**config.mk**
```make
export PLATFORM = sky130hd
export DESIGN_NAME = axi4_lite_arbiter
export DESIGN_NICKNAME = d
export VERILOG_FILES = /design/src/rtl/axi4_lite_arbiter.sv
export SDC_FILE = /design/constraint.sdc
export NUM_CORES = 1
export LEC_CHECK = 0
export BUFFER_PORTS_ARGS = -buffer_cell sky130_fd_sc_hd__buf_2
export CORE_AREA = 8 8 125 127
export CTS_BUF_LIST = sky130_fd_sc_hd__clkbuf_2 sky130_fd_sc_hd__clkbuf_4 sky130_fd_sc_hd__clkbuf_8
export DETAILED_ROUTE_END_ITERATION = 16
export DIE_AREA = 0 0 133 135
export MAX_ROUTING_LAYER = met4
export SLEW_MARGIN = 20
export SYNTH_ARGS = -nofsm -noshare
export SYNTH_HDL_FRONTEND = slang
export SYNTH_SLANG_ARGS = --single-unit
```
**constraint.sdc**
```tcl
create_clock -name i_aClk -period 5.15 [get_ports i_aClk]
set_input_delay 0.515 -clock i_aClk [delete_from_list [all_inputs] [get_ports i_aClk]]
set_output_delay 0.515 -clock i_aClk [all_outputs]
set_load 0.01 [all_outputs]
```
**src/rtl/axi4_lite_arbiter.sv**
```systemverilog
// axi4_lite_arbiter: round-robin share of one AXI4-Lite slave between NM masters, one transaction at a time
module axi4_lite_arbiter #(
    parameter int NM     = 2,
    parameter int AWIDTH = 12,
    parameter int DWIDTH = 32
) (
    input  logic                     i_aClk,
    input  logic                     i_aResetn,
    input  logic [NM-1:0]            i_m_arValid,
    output logic [NM-1:0]            o_m_arReady,
    input  logic [NM*AWIDTH-1:0]     i_m_arAddr,
    input  logic [NM*3-1:0]          i_m_arProt,
    output logic [NM-1:0]            o_m_rValid,
    input  logic [NM-1:0]            i_m_rReady,
    output logic [NM*DWIDTH-1:0]     o_m_rData,
    output logic [NM*2-1:0]          o_m_rResp,
    input  logic [NM-1:0]            i_m_awValid,
    output logic [NM-1:0]            o_m_awReady,
    input  logic [NM*AWIDTH-1:0]     i_m_awAddr,
    input  logic [NM*3-1:0]          i_m_awProt,
    input  logic [NM-1:0]            i_m_wValid,
    output logic [NM-1:0]            o_m_wReady,
    input  logic [NM*DWIDTH-1:0]     i_m_wData,
    input  logic [NM*DWIDTH/8-1:0]   i_m_wStrb,
    output logic [NM-1:0]            o_m_bValid,
    input  logic [NM-1:0]            i_m_bReady,
    output logic [NM*2-1:0]          o_m_bResp,
    output logic                     o_s_arValid,
    input  logic                     i_s_arReady,
    output logic [AWIDTH-1:0]        o_s_arAddr,
    output logic [2:0]               o_s_arProt,
    input  logic                     i_s_rValid,
    output logic                     o_s_rReady,
    input  logic [DWIDTH-1:0]        i_s_rData,
    input  logic [1:0]               i_s_rResp,
    output logic                     o_s_awValid,
    input  logic                     i_s_awReady,
    output logic [AWIDTH-1:0]        o_s_awAddr,
    output logic [2:0]               o_s_awProt,
    output logic                     o_s_wValid,
    input  logic                     i_s_wReady,
    output logic [DWIDTH-1:0]        o_s_wData,
    output logic [DWIDTH/8-1:0]      o_s_wStrb,
    input  logic                     i_s_bValid,
    output logic                     o_s_bReady,
    input  logic [1:0]               i_s_bResp,
    output logic [NM-1:0]            o_grant,
    output logic                     o_grantWrite
);
    localparam int IW = (NM > 1) ? $clog2(NM) : 1;
    localparam int SW = DWIDTH / 8;

    typedef enum logic [2:0] {S_IDLE, S_RD_ADDR, S_RD_DATA, S_WR_ADDR, S_WR_RESP} state_t;

    state_t          r_state, w_next;
    logic [NM-1:0]   r_grant, r_rw_toggle;
    logic [IW-1:0]   r_gidx, r_rr_ptr, w_sel;
    logic [IW:0]     w_idx;
    logic            r_write, r_aw_done, r_w_done;
    logic [NM-1:0]   w_rd_req, w_wr_req, w_req;
    logic            w_found, w_sel_write, w_aw_hs, w_w_hs;
    logic            w_rd_addr, w_rd_data, w_wr_addr, w_wr_resp;

    assign w_rd_req  = i_m_arValid;
    assign w_wr_req  = i_m_awValid | i_m_wValid;
    assign w_req     = w_rd_req | w_wr_req;
    assign w_rd_addr = r_state == S_RD_ADDR;
    assign w_rd_data = r_state == S_RD_DATA;
    assign w_wr_addr = r_state == S_WR_ADDR;
    assign w_wr_resp = r_state == S_WR_RESP;

    // first requester at or after the round-robin pointer, wrapping modulo NM
    always_comb begin
        w_sel   = '0;
        w_found = 1'b0;
        w_idx   = '0;
        for (int k = 0; k < NM; k++) begin
            w_idx = {1'b0, r_rr_ptr} + (IW+1)'(k);
            if (w_idx >= (IW+1)'(NM)) w_idx = w_idx - (IW+1)'(NM);
            if (!w_found && w_req[w_idx[IW-1:0]]) begin
                w_found = 1'b1;
                w_sel   = w_idx[IW-1:0];
            end
        end
    end

    // a master asking for both kinds alternates, starting with the write
    assign w_sel_write = w_wr_req[w_sel] & (~w_rd_req[w_sel] | ~r_rw_toggle[w_sel]);

    assign o_s_arValid = w_rd_addr & i_m_arValid[r_gidx];
    assign o_s_arAddr  = i_m_arAddr[int'(r_gidx)*AWIDTH +: AWIDTH];
    assign o_s_arProt  = i_m_arProt[int'(r_gidx)*3 +: 3];
    assign o_s_rReady  = w_rd_data & i_m_rReady[r_gidx];
    assign o_s_awValid = w_wr_addr & ~r_aw_done & i_m_awValid[r_gidx];
    assign o_s_awAddr  = i_m_awAddr[int'(r_gidx)*AWIDTH +: AWIDTH];
    assign o_s_awProt  = i_m_awProt[int'(r_gidx)*3 +: 3];
    assign o_s_wValid  = w_wr_addr & ~r_w_done & i_m_wValid[r_gidx];
    assign o_s_wData   = i_m_wData[int'(r_gidx)*DWIDTH +: DWIDTH];
    assign o_s_wStrb   = i_m_wStrb[int'(r_gidx)*SW +: SW];
    assign o_s_bReady  = w_wr_resp & i_m_bReady[r_gidx];

    assign w_aw_hs = o_s_awValid & i_s_awReady;
    assign w_w_hs  = o_s_wValid & i_s_wReady;

    assign o_m_arReady  = r_grant & {NM{w_rd_addr & i_s_arReady}};
    assign o_m_rValid   = r_grant & {NM{w_rd_data & i_s_rValid}};
    assign o_m_awReady  = r_grant & {NM{w_wr_addr & ~r_aw_done & i_s_awReady}};
    assign o_m_wReady   = r_grant & {NM{w_wr_addr & ~r_w_done & i_s_wReady}};
    assign o_m_bValid   = r_grant & {NM{w_wr_resp & i_s_bValid}};
    assign o_grant      = r_grant;
    assign o_grantWrite = r_write;

    for (genvar n = 0; n < NM; n++) begin : g_resp
        assign o_m_rData[n*DWIDTH +: DWIDTH] = r_grant[n] ? i_s_rData : '0;
        assign o_m_rResp[n*2 +: 2]           = r_grant[n] ? i_s_rResp : '0;
        assign o_m_bResp[n*2 +: 2]           = r_grant[n] ? i_s_bResp : '0;
    end

    // state register
    always_ff @(posedge i_aClk or negedge i_aResetn)
        if (!i_aResetn) r_state <= S_IDLE;
        else            r_state <= w_next;

    // transaction sequencing; every completion passes through IDLE
    always_comb begin
        w_next = r_state;
        case (r_state)
            S_IDLE:    if (w_found) w_next = w_sel_write ? S_WR_ADDR : S_RD_ADDR;
            S_RD_ADDR: if (o_s_arValid && i_s_arReady) w_next = S_RD_DATA;
            S_RD_DATA: if (i_s_rValid && o_s_rReady) w_next = S_IDLE;
            S_WR_ADDR: if ((r_aw_done || w_aw_hs) && (r_w_done || w_w_hs)) w_next = S_WR_RESP;
            S_WR_RESP: if (i_s_bValid && o_s_bReady) w_next = S_IDLE;
            default:   w_next = S_IDLE;
        endcase
    end

    // grant, round-robin pointer, read/write alternation and write-channel done flags
    always_ff @(posedge i_aClk or negedge i_aResetn)
        if (!i_aResetn) begin
            r_grant     <= '0;
            r_gidx      <= '0;
            r_write     <= 1'b0;
            r_rr_ptr    <= '0;
            r_rw_toggle <= '0;
            r_aw_done   <= 1'b0;
            r_w_done    <= 1'b0;
        end else begin
            if (r_state == S_IDLE && w_found) begin
                r_grant  <= {{(NM-1){1'b0}}, 1'b1} << w_sel;
                r_gidx   <= w_sel;
                r_write  <= w_sel_write;
                r_rr_ptr <= (int'(w_sel) == NM-1) ? '0 : w_sel + 1'b1;
                if (w_rd_req[w_sel] && w_wr_req[w_sel]) r_rw_toggle[w_sel] <= ~r_rw_toggle[w_sel];
            end else if (w_next == S_IDLE) begin
                r_grant <= '0;
                r_write <= 1'b0;
            end
            if (w_wr_addr && w_next == S_WR_ADDR) begin
                r_aw_done <= r_aw_done | w_aw_hs;
                r_w_done  <= r_w_done | w_w_hs;
            end else begin
                r_aw_done <= 1'b0;
                r_w_done  <= 1'b0;
            end
        end
endmodule

```
### Word level (Yosys, flattened, before mapping)

Cells that the tools add are included.

* bits in registers: 12
* latch bits: 0
* RAM bits: 0
* bits in read-only memories: 0
* input port bits: 185
* output and inout port bits: 156
* logic and storage cells: 127
* memories: 0

* add/subtract/negate cells: 4
* multiply operators: 2
* div/mod/pow operators: 0
* magnitude comparators: 7
* equal/unequal tests: 5
* shifts and indexed selects: 7
* mux-type cells: 49
* bitwise operators: 29
* reduce and logical (&&, ||, !) cells: 16

Operator list (count)
* 32-bit two-way mux: 2
* 64-bit by 7-bit indexed part select with 32-bit output: 1
* 1-bit two-way mux: 32
* 24-bit by 32-bit indexed part select with 12-bit output: 1
* 6-bit by 32-bit indexed part select with 3-bit output: 1
* 24-bit by 6-bit indexed part select with 12-bit output: 1
* 1-bit bitwise AND: 15
* 3-bit two-way mux: 5
* 3-bit case mux with 5 select lines: 1
* 2-bit two-way mux: 7
* 2-bit bitwise AND: 5
* 3-bit by 2-bit equality test with 1-bit output (second input constant): 3
* 1-bit logical AND: 9
* 1-bit by 2-bit < comparator with 1-bit output (second input constant): 4
* 8-bit by 4-bit indexed part select with 4-bit output: 1
* 3-bit logical NOT: 2
* 1-bit by 2-bit multiplier with 3-bit output (second input constant): 2
* 6-bit by 4-bit indexed part select with 3-bit output: 1
* 1-bit inverter: 4
* 2-bit bitwise OR: 2
* 3-bit by 1-bit equality test with 1-bit output (second input constant): 1
* 3-bit equality test (second input constant): 1
* 1-bit bitwise OR: 3
* 1-bit by 1-bit adder with 2-bit output (second input constant): 1
* other kinds (12): 14

### Logic depth before layout (Yosys ltp)

Gate-level depths: netlist of run 1.

* word-level depth: 19
* mapped depth: 6
* depth with buffers taken out: 5

### Worst setup path before layout of run 1

OpenSTA, ideal clock, no wires.

* path kind: register -> output
* start: reg r_gidx
* end: out o_s_arAddr[0]
* arrival time: 1407 ps
* data required time: 4635 ps
* path slack: 3228 ps
* cell stages (with the launch flop): 5
* path buffers: 3
* cells stage by stage: dfrtp_1 > buf_4 > clkbuf_1 > buf_2 > mux2_2

* longest elaborated chain between the ends: 2

RTL lines
* from (decl): line 57 `logic [IW-1:0] r_gidx, r_rr_ptr, w_sel;`
* from (signal assigned): line 150 `r_gidx <= w_sel;`
* 1-bit by 2-bit multiplier with 3-bit output: line 91 `assign o_s_arAddr = i_m_arAddr[int'(r_gidx)*AWIDTH +: AWIDTH];`
* 24-bit by 32-bit indexed part select with 12-bit output: line 91
* to (decl): line 30 `output logic [AWIDTH-1:0] o_s_arAddr,`

No other way between the ends.

### Worst setup path after layout of run 1

* start: reg r_gidx
* end: out o_s_wData[19]

* longest elaborated chain between the ends: 1

RTL lines
* 64-bit by 7-bit indexed part select with 32-bit output: line 98 `assign o_s_wData = i_m_wData[int'(r_gidx)*DWIDTH +: DWIDTH];`
* to (decl): line 42 `output logic [DWIDTH-1:0] o_s_wData,`

No other way between the ends.

==> results of run 1 <==
-- metrics by stage --
stage / setup slack (ns) / utilization [%] / cells / cell area (sq um) / total power, W
final: 2.42 / 29.4 / 753 / 4000 / 0.00147
after global routing: 2.29 / 29.4 / 753 / 4000 / 0.00159
after CTS: 2.43 / 29.4 / 753 / 4000 / 0.00149
after detailed placement: 2.70 / 29.0 / 749 / 3950 / 0.00138
after global placement: 2.70 / 29.0 / 749 / 3950 / 0.00137
after floorplan: 3.23 / - / 246 / 2090 / 0.000944
-- cell usage in the layout (no fill, tap or decap), drive strengths merged, types with 2 or more instances in the layout --
master / netlist / final
nand4b: 2 / 2
and3: 8 / 8
a311o: 2 / 2
and2: 77 / 77
inv: 3 / 3
a211oi: 2 / 2
a21oi: 2 / 2
nor3b: 2 / 2
buf: 6 / 341
mux2i: 2 / 2
nand3b: 2 / 2
and4: 2 / 2
clkbuf: 12 / 4
o21ai: 3 / 3
nor3: 6 / 6
dfrtp: 12 / 12
nor2: 9 / 9
nand2: 6 / 6
mux2: 69 / 69
nor2b: 2 / 2
xnor2: 2 / 2
-- registers in the layout, indices dropped and copies added, names as in the netlist --
signal	count
r_state	3
r_rw_toggle	2
r_w_done	1
r_gidx	1
r_aw_done	1
o_grantWrite	1
r_rr_ptr	1
o_grant	2
-- report_power, final --
part	internal, W	switching, W
registers	0.000137	0.000131
clock network	0.0000675	0.0000339
logic	0.000571	0.000535
total	0.000775	0.000699
-- layout make-up --
class,count,area (sq um),area share [%]
multi-input cells,213,1700,42.4
well taps,180,225,5.63
flip-flops and latches,12,304,7.59
inverters,3,11.3,0.281
clock buffers,4,55.1,1.37
repair buffers,341,1710,42.7
-- path summary, 6_finish.rpt --
kind | endpoint | slack [ns] | startpoint
worst max-delay path | o_s_wData[19] | 2.42 | r_gidx$_DFFE_PN0P_
worst min-delay path | r_aw_done$_DFF_PN0_ | 0.15 | i_aResetn
worst max register to register | o_grantWrite$_DFFE_PN0P_ | 2.88 | r_gidx$_DFFE_PN0P_
worst min register to register | r_rw_toggle[0]$_DFFE_PN0P_ | 0.47 | r_rw_toggle[0]$_DFFE_PN0P_
max in group asynchronous | o_grant[1]$_DFFE_PN0P_ | 4.77 | i_aResetn
min in group i_aClk | r_rw_toggle[0]$_DFFE_PN0P_ | 0.47 | r_rw_toggle[0]$_DFFE_PN0P_
-- kinds of logic (layout without fill, tap and decap cells) --
logic type,after synthesis,count (layout)
compound gates,20,20
xor+xnor,2,2
buf+inv,21,348
flops,12,12
mux,71,71
simple gates,120,120
-- critical path, stage by stage, from the launching register on --
cell and delay, ns:
dfrtp_2 0.81, buf_4 0.59, mux2_2 0.40, buf_2 0.14
-- layer usage --
metal / global-route usage (%) / share of wire, % / up-vias
met3: 4.42 / 7.4 / 8
met5: - / 0 / -
li1: - / - / 1517
met4: 1.89 / 1.2 / 0
met2: 23.4 / 49 / 166
met1: 17.1 / 42 / 1394
==> metrics.txt, run 1 <==
Synth Flop Type dfrtp_1; post_cts resized 0; Synth area leaders mux2_2 37%, and2_1 23%, dfrtp_1 14%, and3_1 2.4%, clkbuf_1 2.2%; CP endpoint kind output port; grt ovf 0; global placer's final weighted congestion approximately 0.83; Post-CTS Setup Bufs 0; Num CTS Buffers 3; std cell rows 43; layout cells sized above 1 between 70% and 80%; Slew headroom between 50% and 60%; Worst-Margin Slew 0.685 ns; hold crit path type input pin to async pin; Setup crit start kind register; PortBufs 340; final slew viol count 0; WL/cell 18.0 um; Syn Area/Cell 8.51 sq um; Post-Synth Simple-Gate Area 34.5%; H-tree depth 1; P_leak 2.32 nW; Final Cycle Share 53.1%; Die ar. about 0.018 sq mm; setup violators final 0; Worst EP required around 4.6 ns; clk sinks 12; status finished, final reports clean; largest net degree at the start of global routing 44; initial antenna violation count 5; Hold WS about 0.15 ns; drt pass-1 iters 4; worst skew pair latency between 0.2 and 0.25 ns; Final Hold Vio Count 0; area delta synth->final 91.2%; clk buf depth 2; Cells after Synth around 250; Root Driver clkbuf_8; mux contribution to synthesized area a little under two fifths; CTS tree done; die height between 100 and 150 um; Post-synth top cells 77 x and2_1, 68 x mux2_2, 12 x clkbuf_1, 12 x dfrtp_1, 9 x nor2_1; total routed wirelength about 14000 um; Synth area leader mux2_2; vias in the first global route around 3300; Global Route Usage Sum between 10% and 20%; maxcap violations 0; top-count cell post-synth and2_1; fill cell count between 1500 and 2000; Compound-Gate Fraction of Synth Area under 10%; Antenna diodes 0; clk slew on worst S/H paths 0.05 ns; Synth Area in Adders 0%; Horiz. Die Dim around 130 um; minimum clock period between 2 and 3 ns; Post-Syn Nets about 430; Final #Nets 759; Initial DRC Count 132; via count between 3000 and 4000; YS warnings 0; post-synthesis register bit count 12; Post-synth EDFFs 0; Async SR Flop Fraction 100%; post-synth top area share 36.6%; Synth Area in XOR/XNOR less than 1%; post-synth cell types just over 40; hold buffer count at CTS 0; Cell Area, Synth about 0.0021 sq mm; PD cells 368 mW/mm^2; DRC 0; IO Count 341; Via density ~4.1; Max Clk Rate between 300 and 400 MHz; Worst EP arrival approximately 2.2 ns; FF-to-FF path depth 5; largest family of logic cells by synthesized area multiplexers; Initial Util approximately 15%; crit path max fanout 43; final antenna-violating net count 0; RSZ-0062 raised after global routing no; hpwl dp around 12000 um; Fin Clk Skew ~0.0021 ns; WS Path Type register to output port; sequential element share of the synthesized area 14.3%; first-pass GRT wire length 19400 um; final setup TNS 0 ns; worst vdd ir around 0.13 mV; core area roughly 0.014 sq mm
Note: power is estimated with default switching activity, not from simulation.
==> inputs of run 2 (changes only) <==
--- a/config.mk
+++ b/config.mk
@@ -6,10 +6,10 @@
 export NUM_CORES = 1
 export LEC_CHECK = 0
 export BUFFER_PORTS_ARGS = -buffer_cell sky130_fd_sc_hd__buf_2
-export CORE_AREA = 8 8 125 127
+export CORE_AREA = 8 8 127 129
 export CTS_BUF_LIST = sky130_fd_sc_hd__clkbuf_2 sky130_fd_sc_hd__clkbuf_4 sky130_fd_sc_hd__clkbuf_8
 export DETAILED_ROUTE_END_ITERATION = 16
-export DIE_AREA = 0 0 133 135
+export DIE_AREA = 0 0 135 137
 export MAX_ROUTING_LAYER = met4
 export SLEW_MARGIN = 20
 export SYNTH_ARGS = -nofsm -noshare
==> constraint.sdc (replaced) <==
create_clock -name i_aClk -period 2.8 [get_ports i_aClk]
set_input_delay 0.28 -clock i_aClk [delete_from_list [all_inputs] [get_ports i_aClk]]
set_output_delay 0.28 -clock i_aClk [all_outputs]
set_load 0.01 [all_outputs]
==> run 2 against run 1 <==
  * Flip-flop and latch count unchanged
  * Combinational power increased by 96%
  * Critical path depth unchanged
  * Final cell count increased by 1.2%
  * Clock skew about the same
  * Register-to-register slack got worse by 1.9 ns
  * Worst setup slack got worse by 1.7 ns
  * Core utilization decreased by 0.96 points
  * Final area increased by 0.94%
  * Critical endpoint is now o_s_arAddr[9]
  * Largest cell class unchanged
==> metrics.txt, run 2 (synthesis results as in run 1) <==
post_cts resized 0 (unchanged); hold buffer count at CTS 1 (+1); CTS tree done; max reg flops 3 (unchanged); Via density 3.97 (-3.1%); reg-to-reg endpoint o_grantWrite$_DFFE_PN0P_; worst vdd ir 0.271 mV (+100%); final slew viol count 0 (unchanged); CP max stage cell buf_4; Slew headroom 59.2% (+4.9 points); largest register by flop count r_state; vias in the first global route 3126 (-5.7%); Die ar. 0.0185 sq mm (+3.0%); CP endpoint kind output port; WS Path Type register to output port; Fin Clk Skew 0.00186 ns (-0.000283 ns); hold crit path type input pin to register; final setup TNS 0 ns (unchanged); FF-to-FF path depth 5 (unchanged); clk sinks 12 (unchanged); via count 3024 (-2.0%); drt pass-1 iters 4 (unchanged); crit path max fanout 50 (+16%); final worst setup slack 0.715 ns (-1.70 ns); met2 wire len 6760 um (+1.8%); DRC 0 (unchanged); RSZ-0062 raised after global routing no; Root Driver clkbuf_8; first-pass GRT wire length 17400 um (-11%); grt ovf 0 (unchanged); P_leak 2.35 nW (+0.97%); Worst EP required 2.52 ns (-2.12 ns); IO Count 341 (unchanged); commonest non-fill, non-tap cell in the layout buf_2; HP Start i_s_awReady; WL/cell 16.3 um (-9.3%); Num CTS Buffers 3 (unchanged); setup violators final 0 (unchanged); fill cell count 1587 (+5.4%); met3 wire len 832 um (-18%); Final Hold Vio Count 0 (unchanged); Worst EP arrival 1.81 ns (-0.41 ns); worst stage delay on the critical path 0.52 ns (-0.29 ns); start of the worst register-to-register path r_gidx$_DFFE_PN0P_; initial antenna violation count 1 (-4); area delta synth->final 93.0%; R2R Setup Slk 0.99 ns (-1.89 ns); WHS Endpoint r_w_done$_DFF_PN0_; PortBufs 340 (unchanged); Setup crit start kind register; worst skew pair latency 0.24 ns (about the same); maxcap violations 0 (unchanged); total routed wirelength 12500 um (-8.3%); global placer's final weighted congestion 0.854 (+3.0%); pre-CTS setup slack 0.970 ns (-1.73 ns); final antenna-violating net count 0 (unchanged); std cell rows 44 (+2.3%); Worst-Margin Slew 0.611 ns (-0.0738 ns); minimum clock period roughly 2.1 ns; clk buf depth 2 (unchanged); Final Cycle Share 74.5%; Initial DRC Count 129 (-2.3%); top routing layer in use met4; Max Clk Rate around 480 MHz; hold depth 3; largest net degree at the start of global routing 51 (+16%); core area 0.0142 sq mm (+4.3%); Post-CTS Setup Bufs 0 (unchanged); M1 wire length 4750 um (-17%); Global Route Usage Sum 12.3% (-1.9 points); Horiz. Die Dim 135 um (+1.5%); die height 137 um (+1.5%); status finished, final reports clean; layout cells sized above 1 73.0% (-0.33 points); PD cells 675 mW/mm^2 (+83%); Initial Util 14.7% (-0.64 points); clk slew on worst S/H paths 0.06 ns (about the same); crit-path cells buf_4 > mux2_2 > buf_2; Worst setup startpoint r_gidx$_DFFE_PN0P_; Final #Nets 763 (+0.53%); hpwl dp 11100 um (-8.8%); H-tree depth 1 (unchanged); most frequent cells in the layout 340 x buf_2, 77 x and2_1, 68 x mux2_2, 11 x dfrtp_1, 9 x nor2_1
run 2: cell type report:
cell class | instances | area (sq um) | share of cell area [%]
repair buffers | 345 | 1740 | 43.1
multi-input cells | 213 | 1700 | 42.0
flip-flops and latches | 12 | 302 | 7.46
well taps | 184 | 230 | 5.70
clock buffers | 4 | 55.1 | 1.36
inverters | 3 | 11.3 | 0.279
diodes | 1 | 2.50 | 0.0619
run 2: worst max-delay path by stage:
stage                                     to  slack (ns)  cells past startpoint
finish                         o_s_arAddr[9]        0.71                      3
global route                   o_s_arAddr[9]        0.63                      3
CTS                            o_s_arAddr[9]        0.70                      3
detailed placement             o_s_arAddr[9]        0.97                      3
global placement               o_s_arAddr[9]        1.00                      3
floorplan           o_grantWrite$_DFFE_PN0P_        1.09                      6
run 2: report_power, final:
group | switching [W] | internal (W) | total [W]
Sequential | 0.0000997 | 0.000253 | 0.000352
Combinational | 0.00111 | 0.00107 | 0.00218
Clock | 0.0000682 | 0.000124 | 0.000193
run 2: critical path, delay by kind of cell (launching register included):
kind                   cells  cell delay [ns]
buffers and inverters      2             0.67
flip-flops                 1             0.44
multiplexers               1             0.40
run 2: through the flow:
stage,total power [W],area [sq um],hold WS [ns],std cells,util [%]
final,0.00273,4040,0.416,762,28.5
after global routing,0.00294,4040,0.465,762,28.5
after CTS,0.00276,4040,0.416,761,28.4
after detailed placement,0.00256,3970,0.184,756,28.0
after global placement,0.00255,3970,0.179,756,28.0
after floorplan,0.00174,2090,-0.0156,246,-
run 2: metal layers:
metal,track usage (%),up-vias
met5,-,-
met4,2.84,0
met3,2.83,7
met2,21.7,156
met1,13.8,1331
li1,-,1530
==> inputs of run 3 (changes only) <==
==> constraint.sdc (replaced) <==
create_clock -name i_aClk -period 2.05 [get_ports i_aClk]
set_input_delay 0.205 -clock i_aClk [delete_from_list [all_inputs] [get_ports i_aClk]]
set_output_delay 0.205 -clock i_aClk [all_outputs]
set_load 0.01 [all_outputs]
==> run 3 against run 2 <==
  * Via count increased by 0.13%
  * Hold slack lost 0.079 ns
  * Die area stayed put
  * Worst setup slack worse by 0.52 ns
  * Final area is 0.87% higher
  * First-iteration DRC count is 26% lower
  * Clock-buffer cell count is the same
  * Clock skew is 0.0036 ns higher
  * Register-to-register slack got worse by 0.76 ns
  * Critical endpoint is now o_s_rReady
  * Highest routed layer unchanged
==> metrics.txt, run 3 (synthesis results as in run 1) <==
largest register by flop count r_state; clock power share 6.9% (-0.2 points); setup violators final 0 (unchanged); WL/cell 16.2 um (-0.73%); Worst-Margin Slew 0.515 ns (-0.0962 ns); core area 0.0142 sq mm (unchanged); commonest non-fill, non-tap cell in the layout buf_2; DRC 0 (unchanged); initial antenna violation count 1 (unchanged); PortBufs 340 (unchanged); minimum clock period about 1.9 ns; met3 wire len 658 um (-21%); fill cell count 1554 (-2.1%); M1 wire length 4960 um (+4.4%); final setup TNS 0 ns (unchanged); total routed wirelength 12300 um (-0.86%); Initial Util 14.7% (unchanged); final antenna-violating net count 0 (unchanged); Final Cycle Share between 90% and 100%; Flop pwr share 13.4% (+0.5 points); Gate power share 79.7% (-0.3 points); Num CTS Buffers 3 (unchanged); Setup crit start kind register; CTS tree done; CP endpoint kind output port; first-pass GRT wire length 17200 um (-1.1%); std cell rows 44 (unchanged); area delta synth->final 94.6%; IO Count 341 (unchanged); H-tree depth 1 (unchanged); Die ar. 0.0185 sq mm (unchanged); Final Hold Vio Count 0 (unchanged); via count 3028 (+0.13%); post_cts resized 0 (unchanged); Worst Path Buf+Inv 2 (unchanged); Antenna diodes 0 (-1); drt pass-1 iters 4 (unchanged); status finished, final reports clean; Internal 0.00203 W (+40%); CP top delay family flip-flops; top routing layer in use met4; maxcap violations 0 (unchanged); die height 137 um (unchanged); Via density 3.98 (+0.26%); hpwl dp 11000 um (-0.33%); Worst EP required 1.85 ns (-0.67 ns); P_leak 2.36 nW (+0.46%); grt ovf 0 (unchanged); global placer's final weighted congestion 0.851 (-0.39%); Horiz. Die Dim 135 um (unchanged); power consumption 0.00379 W (+39%); worst stage delay on the critical path 0.46 ns (-0.06 ns); clk buf depth 2 (unchanged); max reg flops 3 (unchanged); Worst EP arrival 1.65 ns (-0.16 ns); RSZ-0062 raised after global routing no; clk sinks 12 (unchanged); final slew viol count 0 (unchanged); Initial DRC Count 96 (-26%); largest net degree at the start of global routing 51 (unchanged); WS Path Type register to output port; layout cells sized above 1 73.0% (unchanged); Fin Clk Skew 0.00543 ns (+0.00357 ns); Post-CTS Setup Bufs 0 (unchanged); P_sw 0.00176 W (+37%); vias in the first global route 3150 (+0.77%); CP max stage cell dfrtp_2; Max Clk Rate about 540 MHz; worst vdd ir 0.386 mV (+42%); hold crit path type input pin to register; worst skew pair latency 0.24 ns (about the same); Root Driver clkbuf_8; Final #Nets 763 (unchanged); clk slew on worst S/H paths 0.06 ns (about the same); crit-path cells buf_4 > mux2_2 > and2_1 > buf_2; most frequent cells in the layout 340 x buf_2, 77 x and2_1, 68 x mux2_2, 11 x dfrtp_1, 9 x nor2_1; met2 wire len 6630 um (-1.9%); Global Route Usage Sum 12.1% (-0.23 points); sw frac 46.5% (-0.52 points); crit path max fanout 18 (-64%); PD cells 930 mW/mm^2 (+38%); Slew headroom 65.6% (+6.3 points)
## run 3: what timing repair did
action / CTS / global route
endpoints found under the hold margin: 12 / 0
hold buffers: 1 / 0
endpoints found under the setup margin: 0 / 0
## run 3: path summary, 6_finish.rpt
| check | startpoint | end | slack [ns] | depth (start not counted) |
|---|---|---|---|---|
| hold reg to reg | r_rw_toggle[0]$_DFFE_PN0P_ | r_rw_toggle[0]$_DFFE_PN0P_ | 0.50 | 1 |
| min in group asynchronous | i_aResetn | r_aw_done$_DFF_PN0_ | 0.38 | 2 |
| setup / recovery | r_gidx$_DFFE_PN0P_ | o_s_rReady | 0.19 | 4 |
| setup reg to reg | r_gidx$_DFFE_PN0P_ | o_grantWrite$_DFFE_PN0P_ | 0.23 | 5 |
| max in group asynchronous | i_aResetn | r_gidx$_DFFE_PN0P_ | 1.43 | 2 |
| hold / removal | i_s_awReady | r_w_done$_DFF_PN0_ | 0.34 | 3 |
## run 3: area by class of cell
class	count	area [sq um]	share of cell area [%]
clock buffers	4	55.1	1.35
inverters	3	11.3	0.276
multi-input cells	213	1700	41.7
flip-flops and latches	12	302	7.40
well taps	184	230	5.65
repair buffers	345	1780	43.6
## run 3: worst register-to-register path, cell delays in order, from the launching register on
cell      delay, ns
dfrtp_2        0.47
mux2_4         0.34
a31o_1         0.24
a22o_2         0.26
a211oi_2       0.27
o21ai_1        0.11
## run 3: metal layers
layer | GRT usage, % | vias to the layer above
met4 | 2.16 | 0
li1 | - | 1520
met1 | 14.1 | 1354
met5 | - | -
met2 | 21.2 | 148
met3 | 2.39 | 6
## run 3: power by group through the flow
stage          logic, W  clock network (W)  registers [W]
3_3_place_gp    0.00306                  0       0.000511
4_1_cts         0.00306           0.000263       0.000511
5_1_grt         0.00326           0.000277       0.000534
3_5_place_dp    0.00304                  0       0.000513
6_report        0.00302           0.000262       0.000509
2_1_floorplan   0.00194                  0       0.000429
## run 3: per-stage QoR
stage	utilization, %	area, sq um	hold slack, ns	std cells	setup slack (ns)
after floorplan	-	2090	-0.0906	246	0.340
after global placement	28.2	4010	0.101	756	0.257
after detailed placement	28.2	4010	0.106	756	0.246
after CTS	28.7	4080	0.338	761	0.172
after global routing	28.7	4080	0.356	761	0.122
final	28.7	4080	0.337	761	0.193
